### config.mk
export PLATFORM = sky130hd
export DESIGN_NAME = core_run_sequencer
export DESIGN_NICKNAME = d
export VERILOG_FILES = /design/src/rtl/core_run_sequencer.sv
export SDC_FILE = /design/constraint.sdc
export NUM_CORES = 1
export LEC_CHECK = 0
export ABC_AREA = 1
export BUFFER_PORTS_ARGS = -buffer_cell sky130_fd_sc_hd__buf_2
export CAP_MARGIN = 20
export CORE_UTILIZATION = 30
export DETAILED_ROUTE_END_ITERATION = 8
export HOLD_SLACK_MARGIN = 0.06
export PLACE_DENSITY = 0.52
export SLEW_MARGIN = 20
export SYNTH_ARGS = -nofsm -noshare
export SYNTH_HDL_FRONTEND = slang
export SYNTH_SLANG_ARGS = --single-unit
export TNS_END_PERCENT = 5
### constraint.sdc
create_clock -name clk -period 1.8 [get_ports clk]
set_input_delay 0.36 -clock clk [delete_from_list [all_inputs] [get_ports clk]]
set_output_delay 0.36 -clock clk [all_outputs]
set_load 0.05 [all_outputs]
### src/rtl/core_run_sequencer.sv
// Host-side sequencer for the core req/done handshake: launches NUM_RUNS runs, times each one,
// aborts runs after TIMEOUT cycles. Optional total_cycles output under SEQ_TOTAL_CYCLES_EN.
module core_run_sequencer #(
    parameter int unsigned CNT_W      = 16,
    parameter int unsigned TIMEOUT    = 4095,
    parameter int unsigned NUM_RUNS   = 3,
    parameter int unsigned REQ_CYCLES = 2
) (
    input  logic             clk,
    input  logic             reset,
    input  logic             start,
    input  logic             core_done,
    output logic             core_req,
    output logic             busy,
    output logic [3:0]       run_idx,
    output logic             result_valid,
    output logic [CNT_W-1:0] cycle_count,
    output logic             timeout_err,
`ifdef SEQ_TOTAL_CYCLES_EN
    output logic [CNT_W+3:0] total_cycles,
`endif
    output logic             seq_done
);

    localparam int unsigned REQ_W = (REQ_CYCLES > 1) ? $clog2(REQ_CYCLES) : 1;
    localparam logic [REQ_W-1:0] REQ_LAST = REQ_W'(REQ_CYCLES - 1);
    localparam logic [CNT_W-1:0] TIMEOUT_C = CNT_W'(TIMEOUT);
    localparam logic [3:0] LAST_RUN = 4'(NUM_RUNS - 1);

    typedef enum logic [2:0] {
        StIdle,
        StAssert,
        StArm,
        StWaitDone,
        StPost,
        StFinish
    } state_e;

    state_e           state_q, state_d;
    logic [REQ_W-1:0] req_cnt_q, req_cnt_d;
    logic [CNT_W-1:0] cnt_q, cnt_d;
    logic [CNT_W-1:0] cnt_inc;
    logic [3:0]       run_idx_q, run_idx_d;
    logic [CNT_W-1:0] cycle_count_q, cycle_count_d;
    logic             timeout_err_q, timeout_err_d;
    logic             core_req_q, core_req_d;
    logic             busy_q, busy_d;
    logic             result_valid_q, result_valid_d;
    logic             seq_done_q, seq_done_d;
`ifdef SEQ_TOTAL_CYCLES_EN
    logic [CNT_W+3:0] total_q, total_d;
`endif

    // Counts WAIT_DONE cycles inclusively, so a done seen in the first WAIT_DONE cycle reports 1.
    assign cnt_inc = cnt_q + CNT_W'(1);

    always_comb begin
        state_d       = state_q;
        req_cnt_d     = req_cnt_q;
        cnt_d         = cnt_q;
        run_idx_d     = run_idx_q;
        cycle_count_d = cycle_count_q;
        timeout_err_d = timeout_err_q;
`ifdef SEQ_TOTAL_CYCLES_EN
        total_d       = total_q;
`endif

        unique case (state_q)
            StIdle: begin
                if (start) begin
                    state_d       = StAssert;
                    run_idx_d     = 4'd0;
                    timeout_err_d = 1'b0;
                    req_cnt_d     = '0;
`ifdef SEQ_TOTAL_CYCLES_EN
                    total_d       = '0;
`endif
                end
            end
            StAssert: begin
                if (req_cnt_q == REQ_LAST) begin
                    state_d = StArm;
                end else begin
                    req_cnt_d = req_cnt_q + REQ_W'(1);
                end
            end
            StArm: begin
                // A done still high from the previous run must drop before timing starts.
                if (!core_done) begin
                    state_d = StWaitDone;
                    cnt_d   = '0;
                end
            end
            StWaitDone: begin
                cnt_d = cnt_inc;
                if (core_done) begin
                    state_d       = StPost;
                    cycle_count_d = cnt_inc;
                end else if (cnt_inc == TIMEOUT_C) begin
                    state_d       = StPost;
                    cycle_count_d = TIMEOUT_C;
                    timeout_err_d = 1'b1;
                end
            end
            StPost: begin
`ifdef SEQ_TOTAL_CYCLES_EN
                total_d = total_q + {4'd0, cycle_count_q};
`endif
                if (run_idx_q == LAST_RUN) begin
                    state_d = StFinish;
                end else begin
                    state_d   = StAssert;
                    run_idx_d = run_idx_q + 4'd1;
                    req_cnt_d = '0;
                end
            end
            StFinish: begin
                state_d = StIdle;
            end
            default: begin
                state_d = StIdle;
            end
        endcase

        // Status outputs are registered decodes of the next state.
        core_req_d     = (state_d == StAssert);
        busy_d         = (state_d != StIdle);
        result_valid_d = (state_d == StPost);
        seq_done_d     = (state_d == StFinish);
    end

    always_ff @(posedge clk) begin
        if (reset) begin
            state_q        <= StIdle;
            req_cnt_q      <= '0;
            cnt_q          <= '0;
            run_idx_q      <= 4'd0;
            cycle_count_q  <= '0;
            timeout_err_q  <= 1'b0;
            core_req_q     <= 1'b0;
            busy_q         <= 1'b0;
            result_valid_q <= 1'b0;
            seq_done_q     <= 1'b0;
`ifdef SEQ_TOTAL_CYCLES_EN
            total_q        <= '0;
`endif
        end else begin
            state_q        <= state_d;
            req_cnt_q      <= req_cnt_d;
            cnt_q          <= cnt_d;
            run_idx_q      <= run_idx_d;
            cycle_count_q  <= cycle_count_d;
            timeout_err_q  <= timeout_err_d;
            core_req_q     <= core_req_d;
            busy_q         <= busy_d;
            result_valid_q <= result_valid_d;
            seq_done_q     <= seq_done_d;
`ifdef SEQ_TOTAL_CYCLES_EN
            total_q        <= total_d;
`endif
        end
    end

    assign core_req     = core_req_q;
    assign busy         = busy_q;
    assign run_idx      = run_idx_q;
    assign result_valid = result_valid_q;
    assign cycle_count  = cycle_count_q;
    assign timeout_err  = timeout_err_q;
    assign seq_done     = seq_done_q;
`ifdef SEQ_TOTAL_CYCLES_EN
    assign total_cycles = total_q;
`endif

endmodule

==> flow_results.xml, run 1 <==
<?xml version="1.0" encoding="UTF-8"?>
<metrics>
  <group name="finish">
    <metric name="fill_cells" unit="">788</metric>
    <metric name="areaGrowthSynthToFinish" unit="%">28.6</metric>
    <metric name="antenna_cells" unit="">0</metric>
    <metric name="finalCoreUtilization" unit="">0.408</metric>
    <metric name="layout.nets" unit="">403</metric>
    <metric name="design_area" unit="um^2">3030</metric>
    <metric name="layout.cells.non_filler" unit="">495</metric>
    <metric name="ff_latch_area" unit="um^2">912</metric>
    <metric name="final_layout_size_suffix_gt1_frac" unit="">0.328</metric>
    <metric name="multiInputGateArea" unit="um^2">1310</metric>
  </group>
  <group name="synth">
    <metric name="syn-cell-area" unit="um^2">2350</metric>
    <metric name="synth_cell_types" unit="">32</metric>
    <metric name="synth_fp_nets" unit="">344</metric>
    <metric name="post_synth.cell_area_avg" unit="um^2">7.00</metric>
    <metric name="ys.warnings.count" unit="">0</metric>
    <metric name="post-synth-top-count-cell" unit="">nand2_1</metric>
    <metric name="yosys-top-cells-area" unit="">dfxtp_1 (38%), nand2_1 (14%), inv_1 (7.7%)</metric>
    <metric name="synthesis.instances" unit="">336</metric>
    <metric name="synth_seq_cells" unit="">45</metric>
    <metric name="async_reset_ff_frac" unit="">0</metric>
    <metric name="number_of_enable_flip_flop_cells_after_synthesis" unit="">0</metric>
    <metric name="synth_commonest_cells" unit="">nand2_1 (87), inv_1 (48), dfxtp_1 (45)</metric>
    <metric name="synth_ff_type" unit="">dfxtp_1</metric>
    <metric name="synth.largest_area_cell" unit="">dfxtp_1</metric>
    <metric name="synth.top_cell.area_share" unit="">0.383</metric>
    <metric name="share_of_synthesized_area_occupied_by_flip_flops_and_latches" unit="">0.383</metric>
  </group>
  <group name="placement">
    <metric name="placedCellCount" unit="">485</metric>
    <metric name="placed_area" unit="um^2">2790</metric>
    <metric name="io_buffers" unit="">28</metric>
    <metric name="detailedPlacementHpwl" unit="um">4020</metric>
    <metric name="gpl_congestion" unit="">0.822</metric>
  </group>
  <group name="cts">
    <metric name="clkSlewWorstSetupHoldPaths" unit="ns">0.09</metric>
    <metric name="clock_latency" unit="ns">0.30</metric>
    <metric name="clockBufferDepth" unit="">2</metric>
    <metric name="htreeDepth" unit="">2</metric>
    <metric name="cts_inserted_buffers" unit="">5</metric>
    <metric name="tritoncts" unit="">done</metric>
    <metric name="post_cts_hold_buffer_count" unit="">0</metric>
    <metric name="cts.sinks" unit="">45</metric>
    <metric name="cts_root_buf" unit="">clkbuf_8</metric>
  </group>
  <group name="setup_path">
    <metric name="cp_data_required_time" unit="ns">1.98</metric>
    <metric name="crit_slowest_cell" unit="">dfxtp_4</metric>
    <metric name="worstSetupStartpointType" unit="">flip-flop</metric>
    <metric name="critical_path.endpoint_type" unit="">flip-flop</metric>
    <metric name="timing.critical_path.slowest_cell_delay" unit="ns">0.38</metric>
    <metric name="worstPathBufferInverterCount" unit="">3</metric>
    <metric name="critical-path-top-delay-family" unit="">simple AND/OR/NAND/NOR gates</metric>
    <metric name="worstPathArrival" unit="ns">2.08</metric>
    <metric name="critical_path_peak_fanout" unit="">5</metric>
    <metric name="critPathMostFrequentCell" unit="">nand2_2</metric>
    <metric name="cp_cell_sequence" unit="">ha_4 -&gt; nand3_4 -&gt; nor2_4 -&gt; buf_6 -&gt; nand3_2 -&gt; nand2_2 -&gt; nand2_2 -&gt; inv_2 -&gt; nand2_2 -&gt; nor2_4 -&gt; nand3_4 -&gt; buf_6 -&gt; nand3_2 -&gt; a21oi_2</metric>
    <metric name="criticalPathCategory" unit="">reg2reg</metric>
  </group>
  <group name="floorplan">
    <metric name="core_region_area" unit="um^2">7410</metric>
    <metric name="io_pins" unit="">29</metric>
    <metric name="initial_core_util" unit="">0.318</metric>
    <metric name="placement_rows" unit="">31</metric>
    <metric name="die-width" unit="um">90.6</metric>
    <metric name="die_y" unit="um">90.6</metric>
    <metric name="full_die_area" unit="um^2">8200</metric>
  </group>
  <group name="detailed_routing">
    <metric name="ant_nets" unit="">0</metric>
    <metric name="route.detailed.wl_per_inst" unit="um">11.5</metric>
    <metric name="routed_wl" unit="um">5690</metric>
    <metric name="firstDrtPassIters" unit="">4</metric>
    <metric name="dr.first_iter.drc_count" unit="">84</metric>
    <metric name="post-route-drc-count" unit="">0</metric>
    <metric name="via_per_inst" unit="">4.47</metric>
    <metric name="route.vias.total" unit="">2214</metric>
  </group>
  <group name="global_route">
    <metric name="grt_max_degree" unit="">34</metric>
    <metric name="groute.usage.overall" unit="">0.143</metric>
    <metric name="initial_antenna_violation_count" unit="">0</metric>
    <metric name="grt_pass1_vias" unit="">2053</metric>
    <metric name="global_route.overflow_total" unit="">0</metric>
    <metric name="grt_pass1_wl" unit="um">9410</metric>
  </group>
  <group name="sta">
    <metric name="fin_worst_skew" unit="ns">0.00872</metric>
    <metric name="period_minus_slack" unit="ns">1.90</metric>
    <metric name="postLayoutSetupSlackWorst" unit="ns">-0.103</metric>
    <metric name="period_utilization" unit="">1.06</metric>
    <metric name="hold_viol" unit="">0</metric>
    <metric name="setup_viol" unit="">19</metric>
    <metric name="fmax" unit="MHz">526</metric>
    <metric name="tightestPinTransition" unit="ns">0.427</metric>
    <metric name="rsz0062_at_grt" unit="">yes</metric>
    <metric name="max_slew_margin" unit="">0.713</metric>
    <metric name="timing.final.max_slew_violations" unit="">0</metric>
  </group>
  <group name="power_and_ir_drop">
    <metric name="ir_worst_vdd" unit="V">0.000337</metric>
    <metric name="powerDensity" unit="nW/um^2">615</metric>
    <metric name="cellLeakagePower" unit="nW">1.32</metric>
  </group>
  <group name="flow_run">
    <metric name="maxCapViolCount" unit="">0</metric>
  </group>
  <group name="min_path">
    <metric name="worst_hold_path_type" unit="">reg2reg</metric>
  </group>
  <group name="outcome">
    <metric name="run_status" unit="">finished with violations</metric>
    <metric name="violations" unit="">negative setup slack</metric>
  </group>
</metrics>
[power breakdown]
group	internal (mW)	leakage [nW]	switching [mW]	total (mW)
logic	0.0582	0.910	0.149	0.207
clock network	0.269	0.0439	0.358	0.626
registers	1.01	0.367	0.0136	1.03
[final cells by class]
type / instances / share of cell area
Inverter: 55 / 0.0682
Clock buffer: 5 / 0.0227
Timing Repair Buffer: 60 / 0.129
Sequential cell: 45 / 0.301
Multi-Input combinational cell: 228 / 0.431
Tap cell: 99 / 0.0409
Clock inverter: 3 / 0.00579
[worst min-delay path: cells and delay by family, from the launching register on]
family | cells | cell delay [ns]
flip-flops | 1 | 0.32
AO/OA/AOI/OAI | 1 | 0.05
buffers and inverters | 1 | 0.05
[layer usage]
layer  GRT usage  vias to the layer above  wire (um)
met3      0.0244                       10        125
met5           0                        -          0
met4      0.0645                        0        165
met2       0.241                       25       2610
met1       0.177                      998       2790
li1            -                     1181          -
[cell usage in the layout (no fill, tap or decap), types with 2 or more instances in the layout]
cell	n
nand3_4	2
inv_1	48
dfxtp_1	40
dfxtp_4	2
a21oi_2	3
nor2_2	4
buf_4	29
nor3_1	5
o21ai_2	4
ha_1	3
inv_2	7
nor2_4	7
nand3_2	7
nand2_1	78
nand4_1	5
clkbuf_8	5
nand3_1	14
a21oi_1	26
o21ai_1	4
o21bai_2	6
o21ai_0	10
nand2_2	12
a211oi_1	3
or2_2	2
buf_2	28
xor2_1	2
nor2_1	23
dfxtp_2	3
buf_6	3
clkinv_2	2
[sequential cells by signal, indices dropped and copies added (netlist names)]
register,flops
result_valid,1
core_req,1
busy,1
req_cnt_q,1
timeout_err,1
state_q,3
seq_done,1
cnt_q,16
cycle_count,16
run_idx,4
[repair_timing]
item,CTS,global route
buffers inserted,0,2
resized for setup,27,12
endpoints found under the setup margin,23,26
endpoints found under the hold margin,0,0
pin swaps,12,8
[cells by family after synthesis]
kind of cell / Yosys count / share of synthesized area
adders and majority gates: 4 / 0.0213
buffers and inverters: 63 / 0.108
and+or+nand+nor: 164 / 0.330
AOI/OAI and AO/OA: 58 / 0.151
xor gates and xnor gates: 2 / 0.00745
DFF: 45 / 0.383
[final timing paths]
path                       startpoint                            to  slack [ns]  cells past startpoint
min reg2reg  timeout_err$_SDFFE_PP0P_      timeout_err$_SDFFE_PP0P_        0.46                      2
max reg2reg     cnt_q[1]$_SDFFE_PP0P_  cycle_count[14]$_SDFFE_PP0P_       -0.10                     14
max             cnt_q[1]$_SDFFE_PP0P_  cycle_count[14]$_SDFFE_PP0P_       -0.10                     14
min          timeout_err$_SDFFE_PP0P_      timeout_err$_SDFFE_PP0P_        0.46                      2
[per-stage QoR]
step | TNS [ns] | hold slack [ns] | setup slack [ns] | total power [mW]
after detailed placement | -2.57 | 0.450 | -0.174 | 1.26
after global routing | -5.17 | 0.483 | -0.285 | 1.95
final | -0.824 | 0.460 | -0.103 | 1.86
after CTS | -0.713 | 0.465 | -0.0844 | 1.89
after global placement | -1.12 | 0.446 | -0.102 | 1.26
after floorplan | 0 | 0.452 | 0.0156 | 1.21
(Power assumes the default switching activity.)
==> run 2, diff against run 1 <==
--- a/config.mk
+++ b/config.mk
@@ -6,12 +6,12 @@
 export NUM_CORES = 1
 export LEC_CHECK = 0
 export ABC_AREA = 1
-export BUFFER_PORTS_ARGS = -buffer_cell sky130_fd_sc_hd__buf_2
 export CAP_MARGIN = 20
 export CORE_UTILIZATION = 30
 export DETAILED_ROUTE_END_ITERATION = 8
+export DONT_BUFFER_PORTS = 1
 export HOLD_SLACK_MARGIN = 0.06
-export PLACE_DENSITY = 0.52
+export PLACE_DENSITY = 0.49
 export SLEW_MARGIN = 20
 export SYNTH_ARGS = -nofsm -noshare
 export SYNTH_HDL_FRONTEND = slang
==> flow_results.xml, run 2 (synthesis results as in run 1) <==
<?xml version="1.0" encoding="UTF-8"?>
<metrics>
  <group name="cts">
    <metric name="clockBufferDepth" unit="">2</metric>
    <metric name="cts_inserted_buffers" unit="">5</metric>
    <metric name="tritoncts" unit="">done</metric>
    <metric name="post_cts_hold_buffer_count" unit="">0</metric>
    <metric name="clock_latency" unit="ns">0.30</metric>
    <metric name="cts.sinks" unit="">45</metric>
    <metric name="cts_root_buf" unit="">clkbuf_8</metric>
    <metric name="clkSlewWorstSetupHoldPaths" unit="ns">0.09</metric>
    <metric name="htreeDepth" unit="">2</metric>
  </group>
  <group name="placement">
    <metric name="gpl_congestion" unit="">0.769</metric>
    <metric name="io_buffers" unit="">0</metric>
    <metric name="detailedPlacementHpwl" unit="um">4110</metric>
    <metric name="placedCellCount" unit="">461</metric>
  </group>
  <group name="setup_path">
    <metric name="worstPathArrival" unit="ns">2.11</metric>
    <metric name="timing.reg2reg.setup_slack" unit="ns">-0.08</metric>
    <metric name="critical_path.endpoint" unit="">timeout_err$_SDFFE_PP0P_</metric>
    <metric name="timing.rr.start" unit="">cnt_q[4]$_SDFFE_PP0P_</metric>
    <metric name="cp_data_required_time" unit="ns">2.03</metric>
    <metric name="reg2regPathDepth" unit="">11</metric>
    <metric name="critical_path.endpoint_type" unit="">flip-flop</metric>
    <metric name="criticalPathCategory" unit="">reg2reg</metric>
    <metric name="worstSetupStartpointType" unit="">flip-flop</metric>
    <metric name="crit_path_start" unit="">cnt_q[4]$_SDFFE_PP0P_</metric>
    <metric name="critical_path_peak_fanout" unit="">4</metric>
    <metric name="timing.rr.end" unit="">timeout_err$_SDFFE_PP0P_</metric>
  </group>
  <group name="floorplan">
    <metric name="placement_rows" unit="">31</metric>
    <metric name="die_y" unit="um">90.6</metric>
    <metric name="initial_core_util" unit="">0.318</metric>
    <metric name="core_region_area" unit="um^2">7410</metric>
    <metric name="io_pins" unit="">29</metric>
    <metric name="die-width" unit="um">90.6</metric>
    <metric name="full_die_area" unit="um^2">8200</metric>
  </group>
  <group name="sta">
    <metric name="fmax" unit="MHz">533</metric>
    <metric name="setup_viol" unit="">19</metric>
    <metric name="postLayoutSetupSlackWorst" unit="ns">-0.0764</metric>
    <metric name="timing.final.max_slew_violations" unit="">0</metric>
    <metric name="rsz0062_at_grt" unit="">yes</metric>
    <metric name="hold_viol" unit="">0</metric>
    <metric name="period_minus_slack" unit="ns">1.88</metric>
    <metric name="fin_worst_skew" unit="ns">0.00945</metric>
    <metric name="period_utilization" unit="">1.04</metric>
    <metric name="tightestPinTransition" unit="ns">0.544</metric>
    <metric name="max_slew_margin" unit="">0.637</metric>
  </group>
  <group name="global_route">
    <metric name="global_route.overflow_total" unit="">0</metric>
    <metric name="grt_pass1_vias" unit="">2155</metric>
    <metric name="grt_pass1_wl" unit="um">10200</metric>
    <metric name="grt_max_degree" unit="">35</metric>
    <metric name="initial_antenna_violation_count" unit="">0</metric>
    <metric name="groute.usage.overall" unit="">0.153</metric>
  </group>
  <group name="finish">
    <metric name="fill_cells" unit="">752</metric>
    <metric name="layout.nets" unit="">390</metric>
    <metric name="ff_latch_area" unit="um^2">913</metric>
    <metric name="layout.cells.non_filler" unit="">482</metric>
    <metric name="final_common_cell" unit="">nand2_1</metric>
    <metric name="areaGrowthSynthToFinish" unit="%">29.7</metric>
    <metric name="antenna_cells" unit="">0</metric>
    <metric name="final_layout_size_suffix_gt1_frac" unit="">0.305</metric>
    <metric name="multiInputGateArea" unit="um^2">1300</metric>
    <metric name="highest_count_cells_in_the_layout_ignoring_fill_and_taps" unit="">nand2_1 (78), inv_1 (47), buf_4 (43), dfxtp_1 (37), a21oi_1 (28)</metric>
  </group>
  <group name="detailed_routing">
    <metric name="via_per_inst" unit="">4.58</metric>
    <metric name="ant_nets" unit="">0</metric>
    <metric name="dr.first_iter.drc_count" unit="">87</metric>
    <metric name="route.detailed.wl_per_inst" unit="um">12.5</metric>
    <metric name="route.vias.total" unit="">2207</metric>
    <metric name="firstDrtPassIters" unit="">4</metric>
    <metric name="routed_wl" unit="um">6040</metric>
    <metric name="post-route-drc-count" unit="">0</metric>
  </group>
  <group name="power_and_ir_drop">
    <metric name="powerDensity" unit="nW/um^2">698</metric>
    <metric name="cellLeakagePower" unit="nW">1.29</metric>
    <metric name="report.power.total" unit="mW">2.13</metric>
    <metric name="ir_worst_vdd" unit="V">0.000399</metric>
  </group>
  <group name="min_path">
    <metric name="worst_hold_path_type" unit="">in2reg</metric>
    <metric name="min_delay_path_depth" unit="">1</metric>
  </group>
  <group name="outcome">
    <metric name="violations" unit="">negative setup slack</metric>
    <metric name="run_status" unit="">finished with violations</metric>
  </group>
  <group name="flow_run">
    <metric name="maxCapViolCount" unit="">0</metric>
  </group>
</metrics>
-- run 2: changes by cell type in the layout (fill, tap and decap cells not counted), moves of 2 or more --
cell       delta
nand3_2       -5
dfxtp_2       +4
nand3_1       +4
bufinv_16     +2
buf_2        -28
dfxtp_1       -3
a21oi_1       +2
buf_4        +14
a21oi_2       -2
-- run 2: critical path, cell delays in order (launching register included) --
cell	delay, ns
dfxtp_1	0.39
nand2_2	0.12
nor2_2	0.19
nand3_1	0.14
xor2_1	0.25
nand2_2	0.11
nor2_4	0.14
nand3_4	0.12
buf_6	0.16
nand2_2	0.04
nand2_1	0.04
a21oi_1	0.11
-- run 2: area by class of cell --
type	count	share of cell area
Multi-Input combinational cell	228	0.426
Clock buffer	5	0.0226
Tap cell	99	0.0406
Inverter	55	0.0693
Sequential cell	45	0.299
Clock inverter	3	0.0213
Timing Repair Buffer	47	0.121
-- run 2: power breakdown --
| group | switching, mW | internal (mW) | total (mW) |
|---|---|---|---|
| combinational | 0.0895 | 0.0488 | 0.138 |
| clock | 0.369 | 0.552 | 0.921 |
| sequential | 0.0567 | 1.02 | 1.07 |
| total | 0.515 | 1.62 | 2.13 |
-- run 2: through the flow --
step / utilization / TNS [ns] / area (um^2) / hold slack [ns] / setup WS, ns
6_report: 0.412 / -0.523 / 3050 / 0.116 / -0.0764
5_1_grt: 0.412 / -3.77 / 3050 / 0.101 / -0.230
4_1_cts: 0.404 / -0.473 / 2990 / 0.102 / -0.0989
3_5_place_dp: 0.362 / -1.91 / 2680 / 0.436 / -0.139
3_3_place_gp: 0.362 / -1.48 / 2680 / 0.435 / -0.124
2_1_floorplan: - / 0 / 2350 / 0.452 / 0.0156
-- run 2: layer usage --
layer | vias to the layer above | part of all wire | routed length (um) | track usage
met5 | - | 0 | 0 | 0
met4 | 0 | 0.013 | 80 | 0.0417
met3 | 8 | 0.038 | 228 | 0.0370
met2 | 32 | 0.48 | 2900 | 0.257
met1 | 1013 | 0.47 | 2820 | 0.195
li1 | 1154 | - | - | -
-- run 2: worst min path at each step --
stage,startpoint,endpoint,slack (ns)
floorplan,req_cnt_q$_SDFFE_PP0P_,req_cnt_q$_SDFFE_PP0P_,0.45
global placement,reset,cnt_q[3]$_SDFFE_PP0P_,0.43
detailed placement,reset,cnt_q[4]$_SDFFE_PP0P_,0.44
CTS,reset,cnt_q[5]$_SDFFE_PP0P_,0.10
global route,reset,cnt_q[6]$_SDFFE_PP0P_,0.10
finish,reset,cnt_q[5]$_SDFFE_PP0P_,0.12
-- run 2: what timing repair did --
item / in CTS / in global routing
endpoints found under the hold margin: 0 / 0
gates resized for setup: 32 / 13
pin swaps: 15 / 14
setup endpoints to repair: 20 / 25
setup buffers: 10 / 3
